[src/rtl/addr_xlate_arbiter.sv]
// Address translation + read/write arbiter.
// Splits an AXI address into DRAM {ch,rk,bg,bk,row,col} fields, optionally
// hashes bank/bankgroup with low row bits, and arbitrates read vs write into
// a single output register that targets one of the per-(channel,rank) FSMs.
// Reads win by default; a waiting write is forced through after STARVE_LIMIT
// consecutive read grants.
module addr_xlate_arbiter #(
    parameter int ADDR_W       = 32,
    parameter int CH_W         = 1,
    parameter int RK_W         = 1,
    parameter int BG_W         = 2,
    parameter int BK_W         = 2,
    parameter int ROW_W        = 16,
    parameter int COL_W        = 10,
    parameter int XOR_EN       = 1,
    parameter int STARVE_LIMIT = 4
) (
    input  logic                          clk,
    input  logic                          rst,
    input  logic                          rd_valid,
    input  logic [ADDR_W-1:0]             rd_addr,
    output logic                          rd_ready,
    input  logic                          wr_valid,
    input  logic [ADDR_W-1:0]             wr_addr,
    output logic                          wr_ready,
    input  logic [2**(CH_W+RK_W)-1:0]     fsm_ready,
    output logic                          out_valid,
    output logic                          out_is_write,
    output logic [2**(CH_W+RK_W)-1:0]     out_fsm_vec,
    output logic [CH_W+RK_W-1:0]          out_fsm_idx,
    output logic [CH_W-1:0]               out_ch,
    output logic [RK_W-1:0]               out_rk,
    output logic [BG_W-1:0]               out_bg,
    output logic [BK_W-1:0]               out_bk,
    output logic [ROW_W-1:0]              out_row,
    output logic [COL_W-1:0]              out_col
);

    localparam int MEM_W   = CH_W + RK_W + BG_W + BK_W + ROW_W + COL_W;
    localparam int FSM_W   = CH_W + RK_W;
    localparam int NUM_FSM = 2**FSM_W;

    // Packed in address order, MSB first, so a plain cast performs the decode.
    typedef struct packed {
        logic [CH_W-1:0]  ch;
        logic [RK_W-1:0]  rk;
        logic [BG_W-1:0]  bg;
        logic [BK_W-1:0]  bk;
        logic [ROW_W-1:0] row;
        logic [COL_W-1:0] col;
    } fields_t;

    function automatic fields_t decode(input logic [ADDR_W-1:0] a);
        fields_t f;
        f = fields_t'(a[MEM_W-1:0]);
        // Spread row-sequential traffic across banks/bankgroups.
        if (XOR_EN != 0) begin
            f.bk = f.bk ^ f.row[BK_W-1:0];
            f.bg = f.bg ^ f.row[BK_W+BG_W-1:BK_W];
        end
        return f;
    endfunction

    fields_t              out_f_q, out_f_d;
    logic                 out_valid_q, out_valid_d;
    logic                 out_is_write_q, out_is_write_d;
    logic [NUM_FSM-1:0]   out_vec_q, out_vec_d;
    logic [3:0]           starve_q, starve_d;

    fields_t              rd_f, wr_f;
    logic [FSM_W-1:0]     out_idx;
    logic [FSM_W-1:0]     new_idx;
    logic                 fire, slot_free, starved, grant_rd, grant_wr;

    // Handshake, arbitration and next-state for the output stage.
    always_comb begin
        rd_f      = decode(rd_addr);
        wr_f      = decode(wr_addr);
        out_idx   = {out_f_q.ch, out_f_q.rk};
        fire      = out_valid_q & fsm_ready[out_idx];
        slot_free = ~out_valid_q | fire;
        starved   = wr_valid & (starve_q == 4'(STARVE_LIMIT));
        // Readies are gated by rst so nothing is reported accepted in reset.
        grant_rd  = ~rst & slot_free & rd_valid & ~starved;
        grant_wr  = ~rst & slot_free & wr_valid & ~grant_rd;

        out_valid_d    = (out_valid_q & ~fire) | grant_rd | grant_wr;
        out_f_d        = out_f_q;
        out_is_write_d = out_is_write_q;
        out_vec_d      = fire ? '0 : out_vec_q;
        new_idx        = '0;
        if (grant_rd | grant_wr) begin
            out_f_d        = grant_wr ? wr_f : rd_f;
            out_is_write_d = grant_wr;
            new_idx        = {out_f_d.ch, out_f_d.rk};
            out_vec_d      = '0;
            out_vec_d[new_idx] = 1'b1;
        end

        // Count reads that bypass a waiting write; any gap in wr_valid resets it.
        starve_d = starve_q;
        if (!wr_valid || grant_wr)
            starve_d = '0;
        else if (grant_rd && (starve_q < 4'(STARVE_LIMIT)))
            starve_d = starve_q + 4'd1;
    end

    // Output register stage and starvation counter.
    always_ff @(posedge clk or posedge rst) begin
        if (rst) begin
            out_valid_q    <= 1'b0;
            out_is_write_q <= 1'b0;
            out_vec_q      <= '0;
            out_f_q        <= '0;
            starve_q       <= '0;
        end else begin
            out_valid_q    <= out_valid_d;
            out_is_write_q <= out_is_write_d;
            out_vec_q      <= out_vec_d;
            out_f_q        <= out_f_d;
            starve_q       <= starve_d;
        end
    end

    assign rd_ready     = grant_rd;
    assign wr_ready     = grant_wr;
    assign out_valid    = out_valid_q;
    assign out_is_write = out_is_write_q;
    assign out_fsm_vec  = out_vec_q;
    assign out_fsm_idx  = out_idx;
    assign out_ch       = out_f_q.ch;
    assign out_rk       = out_f_q.rk;
    assign out_bg       = out_f_q.bg;
    assign out_bk       = out_f_q.bk;
    assign out_row      = out_f_q.row;
    assign out_col      = out_f_q.col;

endmodule

[config.mk]
export PLATFORM = sky130hd
export DESIGN_NAME = addr_xlate_arbiter
export DESIGN_NICKNAME = d
export VERILOG_FILES = /design/src/rtl/addr_xlate_arbiter.sv
export SDC_FILE = /design/constraint.sdc
export NUM_CORES = 1
export LEC_CHECK = 0
export ABC_AREA = 1
export CAP_MARGIN = 20
export CORE_ASPECT_RATIO = 1.5
export CORE_MARGIN = 2
export CORE_UTILIZATION = 40
export DETAILED_ROUTE_END_ITERATION = 10
export GPL_TIMING_DRIVEN = 0
export PLACE_DENSITY = 0.82
export SLEW_MARGIN = 10
export SYNTH_ARGS = -nofsm -noshare
export SYNTH_HDL_FRONTEND = slang
export SYNTH_SLANG_ARGS = --single-unit
[constraint.sdc]
create_clock -name clk -period 5 [get_ports clk]
set_input_delay 1 -clock clk [delete_from_list [all_inputs] [get_ports clk]]
set_output_delay 1 -clock clk [all_outputs]
set_load 0.01 [all_outputs]
==> run summary <==
Input and output buffers added on the ports amount to 113. The post-synthesis cell area is 2080 um^2. The tools report the net total in the final layout as 456. A synthesized cell averages 7.96 um^2. The antenna diode instance count was 0; the clock-pin slew on the worst setup and hold paths was 80 ps.

The type of element capturing the critical path was a primary output. For the final database, setup skew stands at 8.96 ps. Yosys printed 0 warnings.

The cell type with the highest occurrence count on the critical path was clkdlybuf4s50_1. The congestion estimate from routability-driven global placement came to 0.771. Insertion delay of the later-clocked pin in the worst-skew pair: 290 ps. The cell at the root of the clock tree was clkbuf_8. The logs give 25 for the maximum number of pins on one net before global-route repair and 0 for the total count of max-transition violations in the final report. The overall die width works out to 62.8 um.

The routed length per placed instance was 13.7 um; the deepest level of the CTS H-tree was 2. The first detailed-routing pass ran for 6 iterations. The logs give 0.408 for the starting density of the core and 0 for the count of hold-fix buffers inserted at cts.

The sequential fraction of the synthesis area came out at 0.506. The final worst-path setup slack came out at 804 ps. In this run, distinct cell masters in the synthesized netlist total 19. Ranked by instance count, the synthesized netlist is headed by nand2_1 (108), nand3_1 (55), dfrtp_1 (42), inv_1 (10), buf_2 (9). The tools report the standard-cell row count as 32.

The multi-input combinational cells in the finished layout cover a total of 895 um^2. OpenSTA, run right after detailed placement, puts the worst setup slack at 810 ps. Overall track demand over capacity in global routing: 0.218. The number of failing setup endpoints in the final timing report was 0. Yosys mapped a number of flops with a built-in enable equal to 0. In this run, the number of DRC markers left after iteration 0 of detailed routing was 86.

The total number of vias was 2217. TritonCTS built the clock tree. On the critical path, the stage with the largest delay is an instance of clkdlybuf4s50_1.

The run gives 10000 um as the wire length of the first global-routing pass. In the post-synthesis netlist, the biggest area contributors are dfrtp_1 (51%), nand2_1 (20%), nand3_1 (13%). Max-cap violations in this run came to 0. Summed over all failing endpoints, the final setup total negative slack is 0 ps. The worst-case headroom to the max-slew limit was 0.667. The synthesized design spends more area on one cell type than any other, namely dfrtp_1.

In this run the remaining antenna-violating nets after routing total 0. Setup repair after global routing left no endpoint under its margin. Walking the worst path, the cells encountered are clkdlybuf4s50_1, nand3_1, o21ai_2, nand4_2, inv_2, buf_4, clkdlybuf4s50_1.

Post-CTS timing repair inserted 0 buffers for setup. The analysis attributes to cell leakage a power of 0.00159 uW. Share of flip-flops with an asynchronous set or reset: 1.00. In the synthesized netlist, the number of instances is 261. The post-route fraction of the period consumed by the critical path is 0.839. The tightest min-delay check is of the register to register type. The met2 demand-to-capacity share in global routing is 0.422, and the highest clock frequency the design can meet is 0.238 GHz. For the met3 usage, the log shows 0.0368. The logs give 2 for the number of buffers on the longest clock path and 1050 um^2 for the register cell area after layout. The most used flip-flop cell after synthesis was dfrtp_1. The number of synthesized register bits is 42. The run gives 5080 um^2 as the placeable core area. For the worst setup path, the data required time is 4000 ps. The tools report the clock buffer count from CTS as 5. The aggregate global routing overflow is 0, and the final-layout fill cell count is 435.

The run gives 0.223 mV as the largest voltage drop on the vdd net. For the worst setup path, the data arrival time is 3200 ps. After detailed placement, the total cell area comes to 3320 um^2. The largest stage delay on the critical path was 600 ps. The tools report the met1 demand-to-capacity share in global routing as 0.232.

The global routing stage identified its most utilized layer as met2. The worst setup path is launched from an input pin. The number of nets handed over by synthesis was 335. Dividing total power by cell area gives a power density of 477 nW/um^2. The share of the synthesized area in the top cell type is 0.506. Counting tap cells, the placed design contains a total of 443 instances. For this run, design rule violations remaining after detail routing come to 0.

The count of cells resized by post-cts repair was 0. The synthesis-to-layout area growth came out at 65.3%. After legalization and detailed placement, the total HPWL measured 4810 um. Pin placement for this block handled 114 I/O pins. In the post-synthesis netlist, the cell with the most instances is nand2_1. The number of global-route vias before repair is 2206. The final-report hold violation count is 0, and the area of the die is 5800 um^2. Of all nets on the critical path, the largest fanout is 10. The finished cells cover 3430 um^2. Counting I/O delays and the setup requirement, the final critical path takes 4200 ps. Measured along the y axis, the die boundary spans 92.3 um. The kind of critical path was input pin to primary output.

The logs give 42 for the clock sink count and 450 for the number of standard cells in the layout, taps in and fillers out. The flow ran to the end, and the final reports show no timing, DRC or antenna violations. The share of post-route cells with drive strength above 1 works out to 0.0759. The detail-routed via count per cell works out to 4.93. The transition time of the tightest slew-check pin is 499 ps, and the overall routed net length is 6170 um.

The initial antenna violation count was 0.
-- kinds of logic after synthesis --
kind of cell    Yosys count  synth area share
compound gates           12            0.0325
xor+xnor                  8            0.0337
simple gates            171             0.352
fa+ha+maj                 2            0.0120
flops                    42             0.506
buf+inv                  26            0.0633
-- metrics by stage --
| stage | power [uW] | hold slack [ps] | util |
|---|---|---|---|
| 4_1_cts | 1660 | 482 | 0.675 |
| 2_1_floorplan | 914 | 509 | - |
| 3_5_place_dp | 1380 | 464 | 0.653 |
| 6_report | 1640 | 482 | 0.675 |
| 3_3_place_gp | 1350 | 455 | 0.648 |
| 5_1_grt | 1750 | 506 | 0.675 |
-- where the power goes --
group	internal [uW]	total [uW]	leakage (uW)	switching, uW
sequential	485	572	0.000527	87.4
combinational	430	793	0.00101	363
clock	160	273	0.0000573	114
total	1070	1640	0.00159	564
-- worst max-delay path: cells and delay by family --
family	cells	cell delay [ps]
and+or+nand+nor	2	310
AOI/OAI and AO/OA	1	270
buffers and inverters	4	1600
-- cell type report --
| cell class | instances | share of cell area |
|---|---|---|
| Buffer | 14 | 0.0251 |
| Clock buffer | 6 | 0.0241 |
| Clock inverter | 1 | 0.00875 |
| Inverter | 12 | 0.0131 |
| Multi-Input combinational cell | 193 | 0.261 |
| Sequential cell | 42 | 0.306 |
| Tap cell | 68 | 0.0248 |
| Timing Repair Buffer | 114 | 0.337 |
-- per-layer routing --
| metal | vias to the layer above | wire length [um] | share of wire |
|---|---|---|---|
| li1 | 1085 | - | - |
| met1 | 1029 | 2330 | 0.38 |
| met2 | 87 | 3380 | 0.55 |
| met3 | 16 | 290 | 0.047 |
| met4 | 0 | 161 | 0.026 |
| met5 | - | 0 | 0 |
-- final timing paths --
path / to / from / cells past startpoint / slack, ps
hold reg to reg: out_row[14] / out_row[14] / 2 / 480
max in group asynchronous: out_row[6] / rst / 3 / 3430
min in group asynchronous: out_valid / rst / 2 / 1090
setup reg to reg: out_row[8] / starve_q[0] / 9 / 3100
hold / removal: out_row[14] / out_row[14] / 2 / 480
setup / recovery: wr_ready / wr_valid / 7 / 800
-- state kept, by name, indices dropped and copies added (netlist names), 2 cells and up --
name	cells
out_fsm_vec	4
out_row	16
out_bk	2
out_bg	2
starve_q	4
out_col	10
-- cell usage in the layout (no fill, tap or decap), drive strengths merged --
| cell type | n |
|---|---|
| nand4 | 5 |
| o21ai | 9 |
| bufinv | 1 |
| buf | 15 |
| clkdlybuf4s50 | 113 |
| a21oi | 3 |
| clkbuf | 6 |
| nand3 | 55 |
| xor2 | 4 |
| ha | 2 |
| nor2 | 3 |
| nand2 | 108 |
| inv | 12 |
| xnor2 | 4 |
| dfrtp | 42 |
Note: power is estimated with default switching activity, not from simulation.
